===== config.mk =====
export PLATFORM = sky130hd
export DESIGN_NAME = conv_loop_seq_flat
export DESIGN_NICKNAME = d
export VERILOG_FILES = /design/src/rtl/conv_loop_seq_pkg.sv /design/src/rtl/conv_loop_seq_if.sv /design/src/rtl/conv_loop_seq_dly.sv /design/src/rtl/conv_loop_seq.sv /design/src/flat_wrapper.sv
export SDC_FILE = /design/constraint.sdc
export NUM_CORES = 1
export LEC_CHECK = 0
export ABC_AREA = 1
export CAP_MARGIN = 20
export CELL_PAD_IN_SITES_DETAIL_PLACEMENT = 0
export CELL_PAD_IN_SITES_GLOBAL_PLACEMENT = 1
export CORE_ASPECT_RATIO = 1.4
export CORE_MARGIN = 8
export CORE_UTILIZATION = 37
export CTS_BUF_LIST = sky130_fd_sc_hd__clkbuf_4
export CTS_CLUSTER_DIAMETER = 40
export DETAILED_ROUTE_END_ITERATION = 6
export PLACE_DENSITY = 0.89
export SLEW_MARGIN = 15
export SYNTH_ARGS = -nofsm -noshare
export SYNTH_HDL_FRONTEND = slang
export SYNTH_SLANG_ARGS = --single-unit

===== constraint.sdc =====
create_clock -name clk -period 2.39 [get_ports clk]
set_input_delay 0.478 -clock clk [delete_from_list [all_inputs] [get_ports clk]]
set_output_delay 0.478 -clock clk [all_outputs]
set_load 0.005 [all_outputs]

===== src/rtl/conv_loop_seq_pkg.sv =====
// Shared types for the convolution loop sequencer.
// Optional feature macro: CONV_PERF_CNT_EN (see conv_loop_seq.sv).
package conv_loop_seq_pkg;

    localparam int LOOP_BIT_DEF = 8;

    typedef enum logic [2:0] {
        ST_IDLE,
        ST_LOOP,
        ST_BIAS,
        ST_DRAIN,
        ST_WB
    } state_t;

    typedef logic [LOOP_BIT_DEF-1:0] idx_t;

endpackage


===== src/rtl/conv_loop_seq_if.sv =====
// Controller / MAC-array facing bundle of the loop sequencer.
// master = layer controller side, slave = sequencer.
interface conv_loop_seq_if
    import conv_loop_seq_pkg::*;
#(
    parameter int LOOP_BIT = LOOP_BIT_DEF,
    parameter int PERF_BIT = 32
);
    logic                start;
    logic                wb_ack;
    logic [LOOP_BIT-1:0] cfg_R;
    logic [LOOP_BIT-1:0] cfg_C;
    logic [LOOP_BIT-1:0] cfg_M;
    logic [LOOP_BIT-1:0] cfg_N;
    logic [LOOP_BIT-1:0] cfg_K;
    logic                busy;
    logic                done;
    logic                loop_en;
    logic [LOOP_BIT-1:0] rr;
    logic [LOOP_BIT-1:0] cc;
    logic [LOOP_BIT-1:0] mm;
    logic [LOOP_BIT-1:0] nn;
    logic [LOOP_BIT-1:0] ii;
    logic [LOOP_BIT-1:0] jj;
    logic                unit_en_dly;
    logic                set_b_dly;
    logic [PERF_BIT-1:0] perf_cycles;

    modport master (
        output start, wb_ack, cfg_R, cfg_C, cfg_M, cfg_N, cfg_K,
        input  busy, done, loop_en, rr, cc, mm, nn, ii, jj,
        input  unit_en_dly, set_b_dly, perf_cycles
    );

    modport slave (
        input  start, wb_ack, cfg_R, cfg_C, cfg_M, cfg_N, cfg_K,
        output busy, done, loop_en, rr, cc, mm, nn, ii, jj,
        output unit_en_dly, set_b_dly, perf_cycles
    );
endinterface


===== src/rtl/conv_loop_seq_dly.sv =====
// Single-bit fixed-length shift register with synchronous clear,
// matching the MAC-array pipeline depth.
module conv_dly_line #(
    parameter int DLY = 2
) (
    input  logic clk,
    input  logic rst,
    input  logic din,
    output logic dout
);
    logic [DLY-1:0] sr;

    // shift one stage per cycle; rst flushes every stage
    always_ff @(posedge clk) begin
        if (rst) begin
            sr <= '0;
        end else begin
            sr[0] <= din;
            for (int i = 1; i < DLY; i++) begin
                sr[i] <= sr[i-1];
            end
        end
    end

    assign dout = sr[DLY-1];
endmodule


===== src/rtl/conv_loop_seq.sv =====
// Convolution loop sequencer: owns rr/cc/mm/nn/ii/jj and the run FSM.
// CONV_PERF_CNT_EN adds a busy-cycle counter on perf_cycles.
module conv_loop_seq
    import conv_loop_seq_pkg::*;
#(
    parameter int LOOP_BIT = LOOP_BIT_DEF,
    parameter int PIPE_DLY = 2,
    parameter int PERF_BIT = 32
) (
    input  logic            clk,
    input  logic            rst,
    conv_loop_seq_if.slave  bus
);
    localparam logic [LOOP_BIT-1:0] ONE = LOOP_BIT'(1);

    state_t state, state_nxt;
    logic [LOOP_BIT-1:0] r_q, c_q, m_q, n_q, k_q;
    logic [LOOP_BIT-1:0] rr, cc, mm, nn, ii, jj;
    logic [3:0] dcnt;
    logic cfg_ok, go, inner_last, outer_last, drain_last;
    logic unit_en, set_b, ue_d, sb_d;

    assign cfg_ok = (bus.cfg_R != '0) && (bus.cfg_C != '0) &&
                    (bus.cfg_M != '0) && (bus.cfg_N != '0) &&
                    (bus.cfg_K != '0);
    assign go = (state == ST_IDLE) && bus.start && cfg_ok;

    assign inner_last = (nn == n_q - ONE) && (ii == k_q - ONE) &&
                        (jj == k_q - ONE);
    assign outer_last = (rr == r_q - ONE) && (cc == c_q - ONE) &&
                        (mm == m_q - ONE);
    assign drain_last = (dcnt == 4'(PIPE_DLY - 1));

    // state register
    always_ff @(posedge clk) begin
        if (rst) state <= ST_IDLE;
        else     state <= state_nxt;
    end

    // next-state and Moore strobes
    always_comb begin
        state_nxt = state;
        unit_en   = 1'b0;
        set_b     = 1'b0;
        unique case (state)
            ST_IDLE:  if (go) state_nxt = ST_LOOP;
            ST_LOOP: begin
                unit_en = 1'b1;
                if (inner_last) state_nxt = ST_BIAS;
            end
            ST_BIAS: begin
                unit_en   = 1'b1;
                set_b     = 1'b1;
                state_nxt = outer_last ? ST_DRAIN : ST_LOOP;
            end
            ST_DRAIN: if (drain_last) state_nxt = ST_WB;
            ST_WB:    if (bus.wb_ack) state_nxt = ST_IDLE;
            default:  state_nxt = ST_IDLE;
        endcase
    end

    // cfg latch, nested loop counters and drain timer
    always_ff @(posedge clk) begin
        if (rst) begin
            {r_q, c_q, m_q, n_q, k_q} <= '0;
            {rr, cc, mm, nn, ii, jj}  <= '0;
            dcnt <= '0;
        end else begin
            unique case (state)
                ST_IDLE: begin
                    if (go) begin
                        r_q <= bus.cfg_R;
                        c_q <= bus.cfg_C;
                        m_q <= bus.cfg_M;
                        n_q <= bus.cfg_N;
                        k_q <= bus.cfg_K;
                        {rr, cc, mm, nn, ii, jj} <= '0;
                    end
                end
                ST_LOOP: begin
                    if (jj == k_q - ONE) begin
                        jj <= '0;
                        if (ii == k_q - ONE) begin
                            ii <= '0;
                            nn <= (nn == n_q - ONE) ? '0 : nn + ONE;
                        end else begin
                            ii <= ii + ONE;
                        end
                    end else begin
                        jj <= jj + ONE;
                    end
                end
                ST_BIAS: begin
                    dcnt <= '0;
                    if (mm == m_q - ONE) begin
                        mm <= '0;
                        if (cc == c_q - ONE) begin
                            cc <= '0;
                            rr <= (rr == r_q - ONE) ? '0 : rr + ONE;
                        end else begin
                            cc <= cc + ONE;
                        end
                    end else begin
                        mm <= mm + ONE;
                    end
                end
                ST_DRAIN: dcnt <= dcnt + 4'd1;
                default: ;
            endcase
        end
    end

    conv_dly_line #(.DLY(PIPE_DLY)) u_ue_dly (
        .clk  (clk),
        .rst  (rst),
        .din  (unit_en),
        .dout (ue_d)
    );

    conv_dly_line #(.DLY(PIPE_DLY)) u_sb_dly (
        .clk  (clk),
        .rst  (rst),
        .din  (set_b),
        .dout (sb_d)
    );

    assign bus.busy        = (state != ST_IDLE);
    assign bus.done        = (state == ST_IDLE);
    assign bus.loop_en     = (state == ST_LOOP);
    assign bus.rr          = rr;
    assign bus.cc          = cc;
    assign bus.mm          = mm;
    assign bus.nn          = nn;
    assign bus.ii          = ii;
    assign bus.jj          = jj;
    assign bus.unit_en_dly = ue_d;
    assign bus.set_b_dly   = sb_d;

`ifdef CONV_PERF_CNT_EN
    logic [PERF_BIT-1:0] perf;

    // busy-cycle count, restarted by an accepted start
    always_ff @(posedge clk) begin
        if (rst)                    perf <= '0;
        else if (go)                perf <= '0;
        else if (state != ST_IDLE)  perf <= perf + PERF_BIT'(1);
    end

    assign bus.perf_cycles = perf;
`else
    assign bus.perf_cycles = {PERF_BIT{1'b0}};
`endif

endmodule


===== src/flat_wrapper.sv =====
// flat-port wrapper written by rule: the top's interface ports become plain ports
module conv_loop_seq_flat import conv_loop_seq_pkg::*;
#(
    parameter int LOOP_BIT = LOOP_BIT_DEF,
    parameter int PIPE_DLY = 2,
    parameter int PERF_BIT = 32
)
  (clk, rst, bus_start, bus_wb_ack, bus_cfg_R, bus_cfg_C, bus_cfg_M, bus_cfg_N, bus_cfg_K, bus_busy, bus_done, bus_loop_en, bus_rr, bus_cc, bus_mm, bus_nn, bus_ii, bus_jj, bus_unit_en_dly, bus_set_b_dly, bus_perf_cycles);
  conv_loop_seq_if #(.LOOP_BIT(LOOP_BIT), .PERF_BIT(PERF_BIT)) bus_i ();
  input  logic clk;
  input  logic rst;
  input wire logic [$bits(bus_i.start)-1:0] bus_start;
  input wire logic [$bits(bus_i.wb_ack)-1:0] bus_wb_ack;
  input wire logic [$bits(bus_i.cfg_R)-1:0] bus_cfg_R;
  input wire logic [$bits(bus_i.cfg_C)-1:0] bus_cfg_C;
  input wire logic [$bits(bus_i.cfg_M)-1:0] bus_cfg_M;
  input wire logic [$bits(bus_i.cfg_N)-1:0] bus_cfg_N;
  input wire logic [$bits(bus_i.cfg_K)-1:0] bus_cfg_K;
  output wire logic [$bits(bus_i.busy)-1:0] bus_busy;
  output wire logic [$bits(bus_i.done)-1:0] bus_done;
  output wire logic [$bits(bus_i.loop_en)-1:0] bus_loop_en;
  output wire logic [$bits(bus_i.rr)-1:0] bus_rr;
  output wire logic [$bits(bus_i.cc)-1:0] bus_cc;
  output wire logic [$bits(bus_i.mm)-1:0] bus_mm;
  output wire logic [$bits(bus_i.nn)-1:0] bus_nn;
  output wire logic [$bits(bus_i.ii)-1:0] bus_ii;
  output wire logic [$bits(bus_i.jj)-1:0] bus_jj;
  output wire logic [$bits(bus_i.unit_en_dly)-1:0] bus_unit_en_dly;
  output wire logic [$bits(bus_i.set_b_dly)-1:0] bus_set_b_dly;
  output wire logic [$bits(bus_i.perf_cycles)-1:0] bus_perf_cycles;
  assign bus_i.start = bus_start;
  assign bus_i.wb_ack = bus_wb_ack;
  assign bus_i.cfg_R = bus_cfg_R;
  assign bus_i.cfg_C = bus_cfg_C;
  assign bus_i.cfg_M = bus_cfg_M;
  assign bus_i.cfg_N = bus_cfg_N;
  assign bus_i.cfg_K = bus_cfg_K;
  assign bus_busy = bus_i.busy;
  assign bus_done = bus_i.done;
  assign bus_loop_en = bus_i.loop_en;
  assign bus_rr = bus_i.rr;
  assign bus_cc = bus_i.cc;
  assign bus_mm = bus_i.mm;
  assign bus_nn = bus_i.nn;
  assign bus_ii = bus_i.ii;
  assign bus_jj = bus_i.jj;
  assign bus_unit_en_dly = bus_i.unit_en_dly;
  assign bus_set_b_dly = bus_i.set_b_dly;
  assign bus_perf_cycles = bus_i.perf_cycles;
  conv_loop_seq #(.LOOP_BIT(LOOP_BIT), .PIPE_DLY(PIPE_DLY), .PERF_BIT(PERF_BIT)) u_core (.clk(clk), .rst(rst), .bus(bus_i));
endmodule

* Word level (Yosys, flattened, before mapping)
Cells that the tools add are included.
Cells by class: muxes and demuxes 28, reduce and logical (&&, ||, !) cells 29, equal/unequal tests 19, add/subtract/negate cells 12
Operators by type and width (number):
- 8-bit two-way mux | 13
- 8-bit one-hot mux with 2 select lines | 6
- 8-bit by 1-bit adder with 8-bit output, second input constant | 6
- 8-bit equality test | 6
- 8-bit nonzero test | 5
- 8-bit by 1-bit subtractor with 8-bit output, second input constant | 5
- 3-bit one-hot mux with 5 select lines | 1
- 2-bit by 1-bit != test with 1-bit output, second input constant | 7
- 3-bit two-way mux | 4
- 4-bit AND reduction | 3
- 1-bit logical AND | 10
- 4-bit one-hot mux with 2 select lines | 1
- 3-bit by 2-bit equality test with 1-bit output, second input constant | 2
- 2-bit AND reduction | 3
- 3-bit AND reduction | 2
- 2-bit nonzero test | 3
- 4-bit by 1-bit adder with 4-bit output, second input constant | 1
- 4-bit by 1-bit equality test with 1-bit output, second input constant | 1
- 3-bit by 1-bit equality test with 1-bit output, second input constant | 1
- 3-bit equality test, second input constant | 1
- 3-bit zero test | 1
- 3-bit nonzero test | 1
- 1-bit two-way mux | 2
- 2-bit two-way mux | 1
- other kinds (2) | 2
Word-level totals: flip-flop bits (word level) 99, input bits 44

* Longest topological paths before layout
Gate-level depths: netlist of run 1.
depth in word-level cells 8, gate-level depth with buffers 19, gate-level depth less buffers 17

* Cells and area by module
From an unflattened synthesis of run 1, not the netlist that was laid out.
Second synthesis, totals: cells, all modules 970, area total of the unflattened synthesis 6373.6 um^2
Modules (own cells, without submodules):
- conv_loop_seq | area each 6263.5 um^2, sequential area each 1901.8 um^2, cells an instance 958, times used 1
- conv_dly_line | area each 55.1 um^2, sequential area each 40.0 um^2, cells an instance 6, times used 2

* Worst setup path before layout of run 1
OpenSTA, ideal clock, no wires.
path type register to register, from register u_core.k_q[0], to register u_core.nn[3], in the netlist u_core.bus.nn[3], cell stages (with the launch flop) 20, clock period less this slack 2.045 ns, buffers on the path 3, path slack 0.345 ns, required time 2.280 ns, arrival time 1.935 ns, path through dfxtp_1 -> inv_2 -> ha_1 -> buf_2 -> inv_1 -> nand2_1 -> nand3_1 -> nand2_1 -> nor2_1 -> nand3_1 -> nor2_1 -> nand3_1 -> nand2_2 -> buf_6 -> nand2_4 -> buf_6 -> nor2_1 -> nand2_1 -> nand2_1 -> nor2_1
On the way: longest elaborated chain between the ends 4
RTL lines:
- from (decl) | line conv_loop_seq.sv:17 | logic [LOOP_BIT-1:0] r_q, c_q, m_q, n_q, k_q;
- from (signal assigned) | line conv_loop_seq.sv:76 | k_q <= bus.cfg_K;
- 8-bit by 1-bit subtractor with 8-bit output (*) | line conv_loop_seq.sv:81, conv_loop_seq.sv:83
- 8-bit equality test (on tied branches) | line conv_loop_seq.sv:83, conv_loop_seq.sv:81
- 2-bit by 1-bit != test with 1-bit output (no source line)
- 4-bit AND reduction (no source line) (*)
- to (signal assigned) | line conv_loop_seq.sv:85 | nn <= (nn == n_q - ONE) ? '0 : nn + ONE;
- to (decl) | line conv_loop_seq.sv:18 | logic [LOOP_BIT-1:0] rr, cc, mm, nn, ii, jj;
Every way passes the cells marked *; elsewhere a longest branch is shown, timed or not. A chain may end at the register's enable or synchronous reset.

* Worst setup path after layout of run 1
from register u_core.state[2], to output bus_done
On the way: longest elaborated chain between the ends 1
RTL lines:
- from (decl) | line conv_loop_seq.sv:16 | state_t state, state_nxt;
- from (signal assigned) | line conv_loop_seq.sv:37 | else state <= state_nxt;
- 3-bit zero test | line conv_loop_seq.sv:128 | assign bus.done = (state == ST_IDLE);
- to (decl) | line flat_wrapper.sv:20 | output wire logic [$bits(bus_i.done)-1:0] bus_done;
Every way passes these cells.

==> results.sh, run 1 <==
export IMPL_hold_viol=0
export IMPL_portBuffers=96
export IMPL_syn_avg_cell_area_um2=6.55
export IMPL_hp_class="reg2reg"
export IMPL_coreArea_um2=16800
export IMPL_ys_flop_type="dfxtp_1"
export IMPL_dp_hpwl_mm=14.1
export IMPL_wl_per_cell_um=13.6
export IMPL_initial_core_util_pct=37.8
export IMPL_period_share_pct=96.0
export IMPL_worstSkewPairLatency_ps=490
export IMPL_cp_arrival_ps=1820
export IMPL_grt_max_degree=29
export IMPL_drtPass1Iterations=4
export IMPL_grt_antenna_before_repair=1
export IMPL_finClkSkew_ps=24.0
export IMPL_combPwrFrac_pct=55.2
export IMPL_vias=6232
export IMPL_cts_tree="built"
export IMPL_num_rows=56
export IMPL_outcome="complete, no violations"
export IMPL_whs_ps=418
export IMPL_cts_hold_buf=0
export IMPL_routed_via_density=4.82
export IMPL_p_int_mw=4.39
export IMPL_grt_pass1_vias=6069
export IMPL_clockBufferDepth=2
export IMPL_synth_seq_cells=99
export IMPL_synth_seq_area_share_pct=31.2
export IMPL_seqPwrFrac_pct=30.8
export IMPL_root_buffer="clkbuf_4"
export IMPL_setup_viol=0
export IMPL_switching_share_pct=45.2
export IMPL_power_leakage_nw=3.25
export IMPL_ant_nets=0
export IMPL_r2r_start="u_core.k_q[0]"
export IMPL_clk_pin_slew_ps=170
export IMPL_synth_top_cell_by_area="dfxtp_1"
export IMPL_tns_ps=0
export IMPL_synth_area_um2=6360
export IMPL_crit_path_end="bus_done"
export IMPL_area_delta_synth_final_pct=22.7
export IMPL_synth_common_cells="nand2_1 (213), inv_1 (120), nor2_1 (110)"
export IMPL_nNetsFinal=1142
export IMPL_p_sw_mw=3.62
export IMPL_timing_fmax_ghz=0.436
export IMPL_nFillCells=1799
export IMPL_ios=129
export IMPL_synth_most_common_cell="nand2_1"
export IMPL_cp_data_required_time_ps=1910
export IMPL_ys_warn_count=0
export IMPL_synthArstFlopShare_pct=0
export IMPL_start_kind="flip-flop"
export IMPL_maxCapViolCount=0
export IMPL_synth_distinct_cells=38
export IMPL_clock_sinks=99
export IMPL_synth_edf_count=0
export IMPL_htreeDepth=3
export IMPL_cts_inserted_buffers=9
export IMPL_die_w_um=127
export IMPL_fp_dieH_um=171
export IMPL_dieArea_um2=21700
export IMPL_synth_area_leaders="dfxtp_1 (31%), nand2_1 (13%), inv_1 (7.1%)"
export IMPL_min_period_ps=2300
export IMPL_path_class="reg2out"
export IMPL_critPathCaptureType="output port"
export IMPL_p_per_area_nw_per_um2=1030
export IMPL_r2r_end="u_core.bus.nn[1]"
export IMPL_drc=0
export IMPL_yosys_area_top_type_share_pct=31.2
export IMPL_clkPwrFrac_pct=14.1
export IMPL_drtIter0Drc=292
export IMPL_maxSlewViolCount=0
export IMPL_startpoint="u_core.state[2]"
export IMPL_drt_wl_total_mm=17.7
export IMPL_peakVddDrop_mv=0.400
export IMPL_synth_cells=971
export IMPL_gr_total_overflow=0
export IMPL_rsz0062_at_grt="no"
export IMPL_grt_pass1_wl_mm=28.7
export IMPL_r2r_slack_ps=190
export IMPL_layout_drive_gt1_share_pct=8.26
export IMPL_r2r_cells=15
export IMPL_place_congestion=0.879
export IMPL_grt_util_all_layers_pct=16.4
export IMPL_crit_path_max_fanout=4
[placed cells by master, fill, tap and decap left out, types with 6 or more instances in the layout]
master,instances
nor3_1,20
xnor2_1,20
nor2_1,107
inv_1,119
clkbuf_4,9
nand4_1,17
xor2_1,38
clkdlybuf4s50_1,96
buf_4,27
or2_2,6
o21ai_0,60
nor2_2,8
a21oi_1,76
ha_1,11
dfxtp_1,98
o22ai_1,13
nand3_1,65
inv_2,6
nand3b_1,8
nand2_1,213
conb_1,32
[worst min path at each step]
| stage | to | cells past startpoint | from | slack [ps] |
|---|---|---|---|---|
| global placement | u_core.u_sb_dly.sr[1] | 2 | u_core.u_sb_dly.sr[0] | 390 |
| CTS | u_core.u_sb_dly.sr[1] | 2 | u_core.u_sb_dly.sr[0] | 420 |
| detailed placement | u_core.u_sb_dly.sr[1] | 2 | u_core.u_sb_dly.sr[0] | 400 |
| finish | u_core.u_sb_dly.sr[1] | 2 | u_core.u_sb_dly.sr[0] | 420 |
| floorplan | u_core.u_sb_dly.sr[1] | 2 | u_core.u_sb_dly.sr[0] | 390 |
| global route | u_core.u_sb_dly.sr[1] | 2 | u_core.u_sb_dly.sr[0] | 450 |
[state kept, by name, summed over array words and instances, names as in the netlist]
signal / cells
u_core.bus.cc: 8
u_core.bus.ii: 8
u_core.bus.jj: 8
u_core.bus.mm: 8
u_core.bus.nn: 8
u_core.bus.rr: 8
u_core.c_q: 8
u_core.dcnt: 4
u_core.k_q: 8
u_core.m_q: 8
u_core.n_q: 8
u_core.r_q: 8
u_core.state: 3
u_core.u_sb_dly.sr: 2
u_core.u_ue_dly.sr: 2
[kinds of logic after synthesis]
kind of cell / share of synthesized area (%)
other: 0.0590
xor gates and xnor gates: 7.99
buffers and inverters: 12.9
adders and majority gates: 2.56
AOI/OAI and AO/OA: 12.4
and+or+nand+nor: 32.9
DFF: 31.2
[per-stage QoR]
| stage | util (%) | setup slack, ps | cell area, um2 | total power [mW] | instances |
|---|---|---|---|---|---|
| final | 46.4 | 94.6 | 7800 | 8.01 | 1294 |
| after global routing | 46.4 | 3.84 | 7800 | 8.84 | 1294 |
| after CTS | 46.0 | 34.5 | 7730 | 8.00 | 1289 |
| after detailed placement | 44.9 | -12.5 | 7550 | 6.84 | 1273 |
| after global placement | 44.9 | 25.4 | 7550 | 6.79 | 1273 |
| after floorplan | - | 345 | 6470 | 5.45 | 1002 |
[final cells by class]
| class | count | area [um2] | area share, % |
|---|---|---|---|
| Multi-Input combinational cell | 725 | 3720 | 47.7 |
| Sequential cell | 99 | 1980 | 25.4 |
| Timing Repair Buffer | 124 | 1180 | 15.2 |
| Inverter | 126 | 473 | 6.06 |
| Tap cell | 203 | 254 | 3.26 |
| Clock inverter | 7 | 116 | 1.49 |
| Clock buffer | 9 | 67.6 | 0.866 |
| Antenna cell | 1 | 2.50 | 0.0321 |
[critical path, cell delays in order (launching register included)]
cell,delay [ps]
dfxtp_1,390
or2_4,280
nor2_8,130
clkdlybuf4s50_1,520
[metal layers]
metal  part of all wire, %  up-vias  track usage, %
li1                      -     3267               -
met1                    42     2789            17.6
met2                    50      141            29.9
met3                   5.1       35            3.43
met4                   3.1        0            7.94
met5                     0        -               0
[power groups by stage]
stage,Clock (mW),Combinational (mW),Sequential [mW]
2_1_floorplan,0,3.06,2.39
3_3_place_gp,0,4.29,2.50
3_5_place_dp,0,4.34,2.50
4_1_cts,1.18,4.36,2.47
5_1_grt,1.23,5.08,2.52
6_report,1.13,4.42,2.46
[what timing repair did]
action	CTS	global route
setup buffers	0	2
setup endpoints to repair	0	33
gates resized for setup	0	11
Power figures use the tool's default switching activity.
==> run 2, diff against run 1 <==
--- a/config.mk
+++ b/config.mk
@@ -6,6 +6,7 @@
 export NUM_CORES = 1
 export LEC_CHECK = 0
 export ABC_AREA = 1
+export ABC_CLOCK_PERIOD_IN_PS = 2390
 export CAP_MARGIN = 20
 export CELL_PAD_IN_SITES_DETAIL_PLACEMENT = 0
 export CELL_PAD_IN_SITES_GLOBAL_PLACEMENT = 1
==> results of run 2 <==
No change in the layout: final DEF, timing and power equal those of run 1.
